File: src/rtl/mod_148_4_5_timer_bank_pkg.sv
// Shared definitions for the PLCA timer bank: channel state encoding,
// default durations of the commit / mii_clock / pending timers, and the
// terminal-count helper used at elaboration.
package mod_148_4_5_timer_bank_pkg;

    typedef enum logic [1:0] {
        ST_IDLE = 2'd0,
        ST_RUN  = 2'd1,
        ST_DONE = 2'd2
    } tmr_state_t;

    localparam int unsigned CLAUSE_148_COMMIT_NS    = 28800;
    localparam int unsigned CLAUSE_148_MII_CLOCK_NS = 0;
    localparam int unsigned CLAUSE_148_PENDING_NS   = 51200;

    // ch0 in the LSBs: {pending, mii_clock, commit}
    localparam logic [95:0] CLAUSE_148_DUR_NS = {
        32'(CLAUSE_148_PENDING_NS),
        32'(CLAUSE_148_MII_CLOCK_NS),
        32'(CLAUSE_148_COMMIT_NS)
    };

    // Number of clock edges that cover dur_ns, rounded up.
    function automatic int unsigned tc_calc(input int unsigned dur_ns,
                                            input int unsigned period_ns);
        longint unsigned sum;
        sum = longint'(dur_ns) + longint'(period_ns) - 64'd1;
        return int'(sum / longint'(period_ns));
    endfunction

endpackage

File: src/rtl/mod_148_4_5_timer_bank_channel.sv
// One clock-counted timer with start/stop, single-shot or periodic reload,
// and a one-cycle expiry pulse. done/not_done decode the registered state.
module mod_148_timer_channel
    import mod_148_4_5_timer_bank_pkg::*;
#(
    parameter int unsigned TC       = 1,
    parameter int unsigned CNT_W    = 12,
    parameter logic        PERIODIC = 1'b0
) (
    input  logic clk,
    input  logic reset_n,
    input  logic start,
    input  logic stop,
    output logic done,
    output logic not_done,
    output logic expired
);

    if (64'(TC) > ((64'd1 << CNT_W) - 64'd1)) begin : g_tc_too_large
        $error("terminal count %0d does not fit in %0d bits", TC, CNT_W);
    end

    localparam logic [CNT_W-1:0] TC_C  = CNT_W'(TC);
    localparam logic [CNT_W-1:0] ONE_C = CNT_W'(1);

    tmr_state_t       state, state_nxt;
    logic [CNT_W-1:0] count, count_nxt;
    logic             expired_nxt;

    // State, counter and expiry pulse registers.
    always_ff @(posedge clk or negedge reset_n) begin
        if (!reset_n) begin
            state   <= ST_IDLE;
            count   <= '0;
            expired <= 1'b0;
        end else begin
            state   <= state_nxt;
            count   <= count_nxt;
            expired <= expired_nxt;
        end
    end

    // Next state: start beats stop, and a restart on the expiry edge
    // reloads the count without pulsing.
    always_comb begin
        state_nxt   = state;
        count_nxt   = count;
        expired_nxt = 1'b0;
        if (start) begin
            if (TC_C == '0) begin
                // zero duration: expire immediately; periodic keeps firing
                expired_nxt = 1'b1;
                count_nxt   = '0;
                state_nxt   = PERIODIC ? ST_RUN : ST_DONE;
            end else begin
                state_nxt = ST_RUN;
                count_nxt = TC_C;
            end
        end else if (stop) begin
            state_nxt = ST_IDLE;
            count_nxt = '0;
        end else if (state == ST_RUN) begin
            if (TC_C == '0) begin
                expired_nxt = 1'b1;
            end else if (count == ONE_C) begin
                expired_nxt = 1'b1;
                if (PERIODIC) begin
                    count_nxt = TC_C;
                end else begin
                    state_nxt = ST_DONE;
                    count_nxt = '0;
                end
            end else begin
                count_nxt = count - ONE_C;
            end
        end
    end

    assign done     = (state == ST_DONE);
    assign not_done = (state == ST_RUN);

endmodule

File: src/rtl/mod_148_4_5_timer_bank.sv
// Bank of NUM_CH independent PLCA timers. Each channel's terminal count is
// derived from its slice of DUR_NS and the clock period at elaboration.
module mod_148_4_5_timer_bank
    import mod_148_4_5_timer_bank_pkg::*;
#(
    parameter int unsigned          NUM_CH        = 3,
    parameter int unsigned          CNT_W         = 12,
    parameter int unsigned          CLK_PERIOD_NS = 40,
    parameter logic [NUM_CH*32-1:0] DUR_NS        = CLAUSE_148_DUR_NS,
    parameter logic [NUM_CH-1:0]    PERIODIC      = '0
) (
    input  logic              clk,
    input  logic              reset_n,
    input  logic [NUM_CH-1:0] start_timer,
    input  logic [NUM_CH-1:0] stop_timer,
    output logic [NUM_CH-1:0] timer_done,
    output logic [NUM_CH-1:0] timer_not_done,
    output logic [NUM_CH-1:0] timer_expired
);

    if (NUM_CH < 1 || NUM_CH > 16) begin : g_bad_num_ch
        $error("NUM_CH must be 1..16, got %0d", NUM_CH);
    end
    if (CLK_PERIOD_NS == 0) begin : g_bad_period
        $error("CLK_PERIOD_NS must be non-zero");
    end

    for (genvar i = 0; i < NUM_CH; i++) begin : g_ch
        localparam int unsigned TC_I = tc_calc(DUR_NS[i*32 +: 32], CLK_PERIOD_NS);

        mod_148_timer_channel #(
            .TC       (TC_I),
            .CNT_W    (CNT_W),
            .PERIODIC (PERIODIC[i])
        ) u_ch (
            .clk      (clk),
            .reset_n  (reset_n),
            .start    (start_timer[i]),
            .stop     (stop_timer[i]),
            .done     (timer_done[i]),
            .not_done (timer_not_done[i]),
            .expired  (timer_expired[i])
        );
    end

endmodule

File: config.mk
export PLATFORM = sky130hd
export DESIGN_NAME = mod_148_4_5_timer_bank
export DESIGN_NICKNAME = d
export VERILOG_FILES = /design/src/rtl/mod_148_4_5_timer_bank_pkg.sv /design/src/rtl/mod_148_4_5_timer_bank_channel.sv /design/src/rtl/mod_148_4_5_timer_bank.sv
export SDC_FILE = /design/constraint.sdc
export NUM_CORES = 1
export LEC_CHECK = 0
export BUFFER_PORTS_ARGS = -buffer_cell sky130_fd_sc_hd__buf_2
export CORE_MARGIN = 2
export CORE_UTILIZATION = 61
export CTS_BUF_LIST = sky130_fd_sc_hd__clkbuf_8
export CTS_CLUSTER_DIAMETER = 30
export DETAILED_ROUTE_END_ITERATION = 16
export HOLD_SLACK_MARGIN = 0.02
export PLACE_DENSITY_LB_ADDON = 0.3
export SLEW_MARGIN = 30
export SYNTH_ARGS = -nofsm -noshare
export SYNTH_HDL_FRONTEND = slang
export SYNTH_SLANG_ARGS = --single-unit
File: constraint.sdc
create_clock -name clk -period 1.8 [get_ports clk]
set_input_delay 0.18 -clock clk [delete_from_list [all_inputs] [get_ports clk]]
set_output_delay 0.18 -clock clk [all_outputs]
set_load 0.01 [all_outputs]
==> results of run 1 <==
-- cell type report --
type | count | area (um^2) | share of cell area
clock inverter | 1 | 30.0 | 0.0150
inverter | 15 | 56.3 | 0.0282
sequential | 32 | 801 | 0.401
timing repair buffer | 26 | 163 | 0.0814
tap | 31 | 38.8 | 0.0194
multi-input combinational | 128 | 815 | 0.407
clock buffer | 7 | 96.3 | 0.0482
-- sequential cells by signal, indices dropped and copies added (netlist names) --
name               count
g_ch.u_ch.count       24
g_ch.u_ch.state        5
g_ch.u_ch.expired      3
-- worst min path at each step --
stage	startpoint	endpoint	slack, ns
after global routing	start_timer[2]	g_ch[2].u_ch.count[8]	0.15
final	start_timer[2]	g_ch[2].u_ch.count[8]	0.14
after CTS	start_timer[2]	g_ch[2].u_ch.count[8]	0.14
after global placement	reset_n	g_ch[0].u_ch.count[5]	0.26
after detailed placement	reset_n	g_ch[2].u_ch.state[1]	0.26
after floorplan	reset_n	g_ch[0].u_ch.count[0]	-0.12
-- synth_stat cells (2+ instances only) --
cell	n
dfrtp_1	32
nor2_1	17
a21oi_1	13
inv_1	13
nand2_1	12
o21ai_0	12
buf_4	9
xor2_1	6
nor3_1	5
nor4_1	5
o211ai_1	5
ha_1	4
or3_1	4
buf_2	3
nand3_1	3
o41ai_1	3
a221o_1	2
a31oi_1	2
clkinv_1	2
mux2i_1	2
nand2b_1	2
nand4_1	2
nor2b_1	2
o2111ai_1	2
or2_2	2
-- layout by cell type, fill, tap and decap left out, types with 2 or more instances in the layout --
cell type      Yosys  layout
nand4_1            2       2
xor2_1             6       6
buf_4              9       9
clkbuf_8           0       7
mux2i_1            2       2
nor2_1            17      17
o41ai_1            3       3
o2111ai_1          2       2
clkinv_1           2       2
a31oi_1            2       2
nand3_1            3       3
a221o_1            2       2
nor3_1             5       5
a21oi_1           13      13
or2_2              2       2
o211ai_1           5       5
or3_1              4       4
o21ai_0           12      12
ha_1               4       4
nand2_1           12      11
buf_2              3      15
dfrtp_1           32      32
inv_1             13      13
nand2b_1           2       2
dlygate4sd3_1      0       2
nor4_1             5       5
-- cell families (layout without fill, tap and decap cells) --
kind of cell | Yosys count | after routing
compound gates | 51 | 51
fa+ha+maj | 4 | 4
xor+xnor | 7 | 7
buf+inv | 28 | 49
flops | 32 | 32
simple gates | 63 | 63
mux | 2 | 2
other cells | 1 | 1
-- through the flow --
step	hold slack [ns]	util	cell area, um^2	setup slack, ns	power [mW]
detailed placement	0.264	0.674	1840	0.0581	1.17
CTS	0.143	0.727	1990	0.0420	1.93
global placement	0.258	0.674	1840	0.144	1.14
finish	0.145	0.731	2000	0.0900	1.93
global route	0.151	0.731	2000	0.00584	2.02
floorplan	-0.116	-	1750	0.183	1.05
-- per-layer routing --
metal	up-vias	track usage	share of wire
met5	-	0	0
met4	0	0.0963	0.017
met3	7	0.0726	0.063
met2	70	0.422	0.48
met1	737	0.351	0.44
li1	704	-	-
-- power by group --
part           switching (mW)  leakage, nW  internal [mW]
clock                   0.267       0.0645          0.488
sequential             0.0515        0.409          0.764
combinational           0.216        0.440          0.146
total                   0.535        0.914           1.40
-- repair_timing --
item                                   4_1_cts  5_1_grt
endpoints found under the hold margin       33        0
resized for setup                            0        4
hold buffers                                 2        0
setup endpoints to repair                    0        9
setup buffers                                0        0
==> results by group, run 1 <==
STA
  • TNS Setup: 0 ns
  • Final setup vio count: 0
  • RSZ-0062 raised after global routing: no
  • Final-report hold violation count: 0
  • Slew headroom: 0.538
  • Tmin final: 1.71 ns
  • Fmax: about 600 MHz
  • Fin Clk Skew: 0.00587 ns
  • Slew Viols, Final: 0
  • Crit share post-route: 0.950
  • Worst slew pin tran: roughly 0.7 ns

Drt
  • Via count: ~1500
  • Antenna-violating nets left: 0
  • DR pass1 iterations: 4
  • Final WL: about 4000 um
  • DRT iter0 DRCs: 82
  • DR DRC count: 0
  • Routed len/inst: between 15 and 20 um
  • Via density: 6.33

Yosys
  • Top-area cell type share of the netlist area: 0.458
  • Largest family of logic cells by synthesized area: compound AO/OA/AOI/OAI gates
  • Adder and majority cell fraction of the synthesized area: 0.0287
  • Synth top area cells: dfrtp_1 (46%), buf_4 (3.9%), a21oi_1 (3.7%)
  • Multiplexer share of the synthesized area: 0.0115
  • YS warnings: 0
  • Mapped Cells: about 190
  • Seq/Total Area, Yosys: 0.458
  • Number of synthesized flops with an enable pin: 0
  • Yosys cell types: between 40 and 50
  • Main synth FF type: dfrtp_1
  • Synthesis-stage register bit count: 32
  • Synth Area in Compound Gates: 0.197
  • Mapped Avg Cell Area: 9.29 um^2
  • Post-synthesis xor/xnor area fraction: 0.0351
  • Syn_nets: 200
  • Simple-gate share of the synthesized area: 0.186
  • Area leader, netlist: dfrtp_1
  • Syn Std Cell Area: ~0.0017 mm^2
  • Asr flop ratio synth: 1.00

Flow run
  • MaxCap Viol Count: 0

Die
  • Row count: 19
  • Horiz. Die Dim: approximately 58 um
  • Die span in y: ~58 um
  • I/O pin total: 17
  • Core area: 0.00273 mm^2
  • Die Area: 0.00331 mm^2
  • Initial Util: 0.639

Power
  • Static leakage: approximately 0.91 nW
  • Pwr/cell area: slightly below 1000 mW/mm^2
  • Maximum vdd drop: around 1100 uV

Placed design
  • DPL Wire Length: ~2700 um
  • Cell count after placement: 230
  • PortBufs: 15
  • RePlAce Congestion: 0.858

GRT
  • Grt total ovfl: 0
  • Global Route Usage Sum: 0.266
  • Number of global-route vias before repair: roughly 1500
  • Initial antenna violation count: 0
  • Largest net degree at the start of global routing: 33
  • First-pass GRT wire length: 6770 um

Clock tree
  • CTS Buffer Depth: 2
  • Max H-tree Level: 2
  • Clock latency on the worst-skew pair: about 0.29 ns
  • CTS Buf Count: 5
  • Reg clk slew, reported paths: roughly 0.070 ns
  • TritonCTS clock tree: done
  • CTS Sinks: 32
  • Clock root buffer master: clkbuf_8

Critical path
  • CP Capture Point: g_ch[0].u_ch.count[4]
  • CP cell instances: inv_1 -> ha_1 -> nor3b_1 -> buf_4 -> o21ai_2 -> mux2i_1 -> a221o_1
  • Worst Path Required: around 2.0 ns
  • Startpoint type of the worst setup path: flip-flop
  • CP max FO: 6
  • Reg-to-Reg Start: g_ch[0].u_ch.count[0]
  • Critical path's slowest cell: dfrtp_1
  • CP Depth: 7
  • Worst EP arrival: approximately 1.9 ns
  • Critical path type: flip-flop to flip-flop
  • Crit path largest cell delay: roughly 0.43 ns
  • Register-to-register path setup slack: approximately 0.090 ns
  • Type of destination of the critical path: flip-flop
  • Buf+Inv Stages, Crit Path: 2
  • Worst path top cell family by delay: flip-flops
  • CP Launch Point: g_ch[0].u_ch.count[0]
  • R2R depth: 7
  • R2r endpoint: g_ch[0].u_ch.count[4]

Cells and area
  • Layout cell share with drive strength beyond 1: 0.206
  • Fin cells: between 200 and 250
  • N_diodes: 0
  • Fillers: between 150 and 200
  • Nets: 220
  • Area grow syn2layout: 14.5%

Run status
  • Status: completed

Min path
  • Hold path depth: 2
  • HP Class: input port to flip-flop
(Power assumes the default switching activity.)
==> run 2, diff against run 1 <==
--- a/config.mk
+++ b/config.mk
@@ -5,7 +5,7 @@
 export SDC_FILE = /design/constraint.sdc
 export NUM_CORES = 1
 export LEC_CHECK = 0
-export BUFFER_PORTS_ARGS = -buffer_cell sky130_fd_sc_hd__buf_2
+export BUFFER_PORTS_ARGS = -buffer_cell sky130_fd_sc_hd__buf_4
 export CORE_MARGIN = 2
 export CORE_UTILIZATION = 61
 export CTS_BUF_LIST = sky130_fd_sc_hd__clkbuf_8
==> run 2 against run 1 <==
Against the previous run: clock power shrank 26%; die area did not move; worst hold slack lost 0.022 ns; worst setup slack lost 0.020 ns; wire length shrank 4.8%; combinational power increased by 2%; critical path type unchanged; highest routed layer unchanged.
==> results by group, run 2 (synthesis gave the netlist of run 1 again) <==
Clock tree
  • Reg clk slew, reported paths: 0.07 ns (about the same)
  • TritonCTS clock tree: done
  • Clock root buffer master: clkbuf_8
  • Max H-tree Level: 2 (unchanged)
  • Clock latency on the worst-skew pair: 0.28 ns (about the same)
  • CTS Buffer Depth: 2 (unchanged)
  • CTS Buf Count: 5 (unchanged)
  • CTS Sinks: 32 (unchanged)

Critical path
  • Worst EP arrival: 1.94 ns (+0.06 ns)
  • Register-to-register path setup slack: 0.07 ns (-0.02 ns)
  • Reg-to-Reg Start: g_ch[2].u_ch.count[5]
  • Startpoint type of the worst setup path: flip-flop
  • Type of destination of the critical path: flip-flop
  • CP max FO: 5 (-1)
  • R2R depth: 4 (-3)
  • Worst Path Required: 2.01 ns (+0.04 ns)
  • Critical path type: flip-flop to flip-flop
  • R2r endpoint: g_ch[2].u_ch.count[9]

STA
  • Slew Viols, Final: 0 (unchanged)
  • Tmin final: 1.73 ns (+0.0197 ns)
  • Fmax: 578 MHz (-1.1%)
  • Final setup vio count: 0 (unchanged)
  • Crit share post-route: 0.961 (+0.0109)
  • TNS Setup: 0 ns (unchanged)
  • Final-report hold violation count: 0 (unchanged)
  • RSZ-0062 raised after global routing: no
  • Hold WS: 0.123 ns (-0.0219 ns)
  • Fin Clk Skew: 0.00558 ns (-0.000289 ns)
  • Setup WS post-layout: 0.0703 ns (-0.0197 ns)

Drt
  • Antenna-violating nets left: 0 (unchanged)
  • Routed len/inst: 15.7 um (-4.8%)
  • DR pass1 iterations: 4 (unchanged)
  • Via density: 6.18 (-2.3%)
  • Final WL: 3770 um (-4.8%)
  • DRT iter0 DRCs: 89 (+8.5%)
  • DR DRC count: 0 (unchanged)
  • Via count: 1483 (-2.3%)

Die
  • Die span in y: 57.5 um (unchanged)
  • Horiz. Die Dim: 57.5 um (unchanged)
  • Die Area: 0.00331 mm^2 (unchanged)
  • Initial Util: 0.639 (unchanged)
  • I/O pin total: 17 (unchanged)
  • Row count: 19 (unchanged)
  • Core area: 0.00273 mm^2 (unchanged)

Min path
  • Hold Path Origin: start_timer[2]
  • HP Class: input port to flip-flop
  • Hold endpoint: g_ch[2].u_ch.count[8]
  • Hold path depth: 2 (unchanged)

Run status
  • Status: completed

Cells and area
  • Commonest non-fill, non-tap cell in the layout: dfrtp_1
  • Layout cell share with drive strength beyond 1: 0.215 (+0.00957)
  • Commonest non-fill, non-tap cells in the layout: dfrtp_1 (31), buf_4 (24), nor2_1 (17)
  • N_diodes: 0 (unchanged)
  • Max reg flops: 24 (unchanged)
  • Most flop-heavy register: g_ch.u_ch.count
  • Area grow syn2layout: 15.2%
  • Fillers: 197 (+2.1%)
  • Nets: 220 (unchanged)
  • Finished Core Util: 0.736 (+0.00458)
  • Final Cell Area: 0.00201 mm^2 (+0.63%)
  • Top Registers: g_ch.u_ch.count: 24 flops, g_ch.u_ch.state: 5 flops, g_ch.u_ch.expired: 3 flops
  • Fin cells: 240 (unchanged)

GRT
  • Largest net degree at the start of global routing: 33 (unchanged)
  • Global Route Usage Sum: 0.262 (-0.00367)
  • Initial antenna violation count: 0 (unchanged)
  • Grt total ovfl: 0 (unchanged)
  • Number of global-route vias before repair: 1513 (+4.3%)
  • First-pass GRT wire length: 6690 um (-1.2%)

Placed design
  • RePlAce Congestion: 0.849 (-1.1%)
  • DPL Wire Length: 2770 um (+2.9%)
  • Cell Area, Placed: 0.00188 mm^2 (+2.0%)
  • Cell count after placement: 230 (unchanged)
  • Dpl ws: 0.0403 ns (-0.0177 ns)
  • PortBufs: 15 (unchanged)

Power
  • Switching power: 0.520 mW (-2.7%)
  • Static leakage: 0.912 nW (-0.13%)
  • Pint: 1.23 mW (-12%)
  • Sw Share: 0.298 (+0.0212)
  • Total power: 1.75 mW (-9.7%)
  • Maximum vdd drop: 687 uV (-36%)
  • Clock Power Share: 0.321 (-0.070)
  • Comb power frac: 0.211 (+0.024)
  • Sequential power share: 0.468 (+0.046)
  • Pwr/cell area: 868 mW/mm^2 (-10%)

Flow run
  • MaxCap Viol Count: 0 (unchanged)
## run 2: worst max-delay path, stage by stage, from the launching register on
cell	delay, ns
dfrtp_1	0.42
or3_1	0.41
or3_4	0.35
or3_1	0.34
a21oi_2	0.15
## run 2: final cells by class
cell class | instances | area (um^2) | area share
clock buffer | 6 | 82.6 | 0.0410
clock inverter | 2 | 10.0 | 0.00498
inverter | 15 | 56.3 | 0.0280
multi-input combinational | 128 | 822 | 0.409
sequential | 32 | 802 | 0.399
tap | 31 | 38.8 | 0.0193
timing repair buffer | 26 | 200 | 0.0995
## run 2: worst max-delay path by stage
stage	depth (start not counted)	endpoint	from	slack, ns
after floorplan	4	g_ch[2].u_ch.count[10]	g_ch[2].u_ch.count[5]	0.18
after global placement	4	g_ch[2].u_ch.count[10]	g_ch[2].u_ch.count[5]	0.14
final	4	g_ch[2].u_ch.count[9]	g_ch[2].u_ch.count[5]	0.07
after detailed placement	7	g_ch[0].u_ch.count[10]	g_ch[0].u_ch.count[1]	0.04
after CTS	7	g_ch[0].u_ch.count[2]	g_ch[0].u_ch.count[1]	0.03
after global routing	5	g_ch[0].u_ch.count[4]	g_ch[0].u_ch.state[0]	0.01
## run 2: layer usage
layer	GRT usage	wire, um	vias to the layer above
li1	-	-	703
met1	0.346	1700	720
met4	0.130	73	0
met5	0	0	-
met3	0.0522	205	11
met2	0.414	1790	49
## run 2: what timing repair did
item                                    CTS  global route
hold buffers                              2             0
setup buffers                             0             0
endpoints found under the setup margin    0             8
endpoints found under the hold margin    33             0
resized for setup                         0             6
## run 2: power by group through the flow
stage / clock network [mW] / registers (mW) / logic (mW)
2_1_floorplan: 0 / 0.812 / 0.238
3_3_place_gp: 0 / 0.819 / 0.332
3_5_place_dp: 0 / 0.826 / 0.351
4_1_cts: 0.566 / 0.812 / 0.356
5_1_grt: 0.602 / 0.824 / 0.408
6_report: 0.561 / 0.817 / 0.368
==> run 3, diff against run 2 <==
--- a/config.mk
+++ b/config.mk
@@ -6,7 +6,6 @@
 export NUM_CORES = 1
 export LEC_CHECK = 0
 export BUFFER_PORTS_ARGS = -buffer_cell sky130_fd_sc_hd__buf_4
-export CORE_MARGIN = 2
 export CORE_UTILIZATION = 61
 export CTS_BUF_LIST = sky130_fd_sc_hd__clkbuf_8
 export CTS_CLUSTER_DIAMETER = 30
==> run 3 against run 2 <==
Against the previous run: count of clock-buffer cells in the layout unchanged; first-iteration DRC count down 12%; sequential cell count unchanged; clock skew down 0.0017 ns; via count up 0.88%; worst setup slack better by 0.032 ns; worst hold slack worse by 0.0058 ns; fmax up 1.9%; critical path type unchanged; largest power group unchanged.
==> results by group, run 3 (synthesis gave the netlist of run 1 again) <==
Die
  • Initial Util: 0.639 (unchanged)
  • I/O pin total: 17 (unchanged)
  • Die Area: 0.00308 mm^2 (-6.8%)
  • Die span in y: 55.5 um (-3.5%)
  • Core area: 0.00273 mm^2 (unchanged)
  • Horiz. Die Dim: 55.5 um (-3.5%)
  • Row count: 19 (unchanged)

Drt
  • Antenna-violating nets left: 0 (unchanged)
  • Final WL: 3750 um (-0.66%)
  • DRT iter0 DRCs: 78 (-12%)
  • Via count: 1496 (+0.88%)
  • DR DRC count: 0 (unchanged)
  • DR pass1 iterations: 4 (unchanged)
  • Via density: 6.21 (+0.46%)
  • Routed len/inst: 15.5 um (-1.1%)

Cells and area
  • Most flop-heavy register: g_ch.u_ch.count
  • Layout cell share with drive strength beyond 1: 0.214 (-0.00103)
  • Commonest non-fill, non-tap cells in the layout: dfrtp_1 (32), buf_4 (25), nor2_1 (17)
  • Top Registers: g_ch.u_ch.count: 24 flops, g_ch.u_ch.state: 5 flops, g_ch.u_ch.expired: 3 flops
  • Nets: 221 (+0.45%)
  • Area grow syn2layout: 15.4%
  • Commonest non-fill, non-tap cell in the layout: dfrtp_1
  • Final Cell Area: 0.00202 mm^2 (+0.19%)
  • Fin cells: 241 (+0.42%)
  • Max reg flops: 24 (unchanged)
  • N_diodes: 0 (unchanged)
  • Fillers: 205 (+4.1%)

GRT
  • First-pass GRT wire length: 6640 um (-0.63%)
  • Initial antenna violation count: 0 (unchanged)
  • Global Route Usage Sum: 0.274 (+0.0113)
  • Largest net degree at the start of global routing: 33 (unchanged)
  • Number of global-route vias before repair: 1492 (-1.4%)
  • Grt total ovfl: 0 (unchanged)

STA
  • RSZ-0062 raised after global routing: no
  • Tmin final: 1.70 ns (-0.0319 ns)
  • Slew Viols, Final: 0 (unchanged)
  • Fmax: 589 MHz (+1.9%)
  • Crit share post-route: 0.943 (-0.0177)
  • Final setup vio count: 0 (unchanged)
  • Final-report hold violation count: 0 (unchanged)
  • TNS Setup: 0 ns (unchanged)
  • Fin Clk Skew: 0.00384 ns (-0.00175 ns)
  • Setup WS post-layout: 0.102 ns (+0.0319 ns)

Critical path
  • Worst EP arrival: 1.91 ns (-0.03 ns)
  • CP Launch Point: g_ch[2].u_ch.count[5]
  • Worst path top cell family by delay: simple AND/OR/NAND/NOR gates
  • Critical path's slowest cell: dfrtp_1
  • CP cell instances: or3_1 -> or3_1 -> or3_1 -> a21oi_2
  • Worst Path Required: 2.02 ns (about the same)
  • CP most frequent cell: or3_1
  • Critical path type: flip-flop to flip-flop
  • Buf+Inv Stages, Crit Path: 0 (unchanged)
  • Type of destination of the critical path: flip-flop
  • Startpoint type of the worst setup path: flip-flop
  • Crit path largest cell delay: 0.40 ns (-0.02 ns)
  • Reg-to-Reg Start: g_ch[2].u_ch.count[5]
  • CP max FO: 4 (-1)

Run status
  • Status: completed

Flow run
  • MaxCap Viol Count: 0 (unchanged)

Clock tree
  • Max H-tree Level: 2 (unchanged)
  • Reg clk slew, reported paths: 0.07 ns (about the same)
  • Clock latency on the worst-skew pair: 0.28 ns (about the same)
  • CTS Buf Count: 5 (unchanged)
  • CTS Buffer Depth: 2 (unchanged)
  • CTS Sinks: 32 (unchanged)
  • TritonCTS clock tree: done
  • Clock root buffer master: clkbuf_8

Min path
  • HP Class: input port to flip-flop
  • Hold Path Origin: start_timer[2]

Power
  • Pwr/cell area: 866 mW/mm^2 (-0.23%)
  • Maximum vdd drop: 739 uV (+7.5%)
  • Static leakage: 0.918 nW (+0.65%)

Placed design
  • DPL Wire Length: 2610 um (-6.0%)
  • RePlAce Congestion: 0.874 (+2.9%)
  • Cell count after placement: 230 (unchanged)
  • PortBufs: 15 (unchanged)
  • Dpl ws: 0.0452 ns (+0.00491 ns)
  • Cell Area, Placed: 0.00188 mm^2 (unchanged)
## run 3: cell type report
cell class | count | area [um^2] | area share
well taps | 31 | 38.8 | 0.0192
inverters | 15 | 56.3 | 0.0279
multi-input cells | 128 | 820 | 0.407
flip-flops and latches | 32 | 801 | 0.397
repair buffers | 27 | 208 | 0.103
clock buffers | 6 | 82.6 | 0.0410
clock inverters | 2 | 10.0 | 0.00497
## run 3: layer usage
metal / global-route usage / vias to the layer above / wire, um
met4: 0.100 / 0 / 41
met5: 0 / - / 0
met1: 0.368 / 713 / 1650
li1: - / 705 / -
met2: 0.427 / 71 / 1780
met3: 0.0749 / 7 / 279
## run 3: per-stage QoR
step	hold WS [ns]	util	power [mW]
after detailed placement	0.136	0.687	1.17
final	0.117	0.737	1.75
after global placement	0.134	0.687	1.15
after floorplan	-0.116	-	1.05
after CTS	0.120	0.729	1.74
after global routing	0.135	0.737	1.84
## run 3: worst paths after layout
kind / to / slack [ns] / cells after the start
max in group asynchronous: g_ch[2].u_ch.count[2] / 1.15 / 2
setup / recovery: g_ch[2].u_ch.count[9] / 0.10 / 4
hold / removal: g_ch[2].u_ch.count[8] / 0.12 / 2
hold reg to reg: g_ch[1].u_ch.state[1] / 0.49 / 1
min in group asynchronous: g_ch[0].u_ch.count[5] / 0.37 / 2
setup reg to reg: g_ch[2].u_ch.count[9] / 0.10 / 4
## run 3: what timing repair did
action	in CTS	in global routing
setup buffers	0	1
hold buffers	2	0
hold endpoints to repair	33	0
setup endpoints to repair	0	13
resized for setup	0	5
## run 3: where the power goes
part	switching [mW]	internal (mW)
combinational	0.212	0.157
sequential	0.0497	0.764
clock	0.257	0.304
total	0.519	1.23
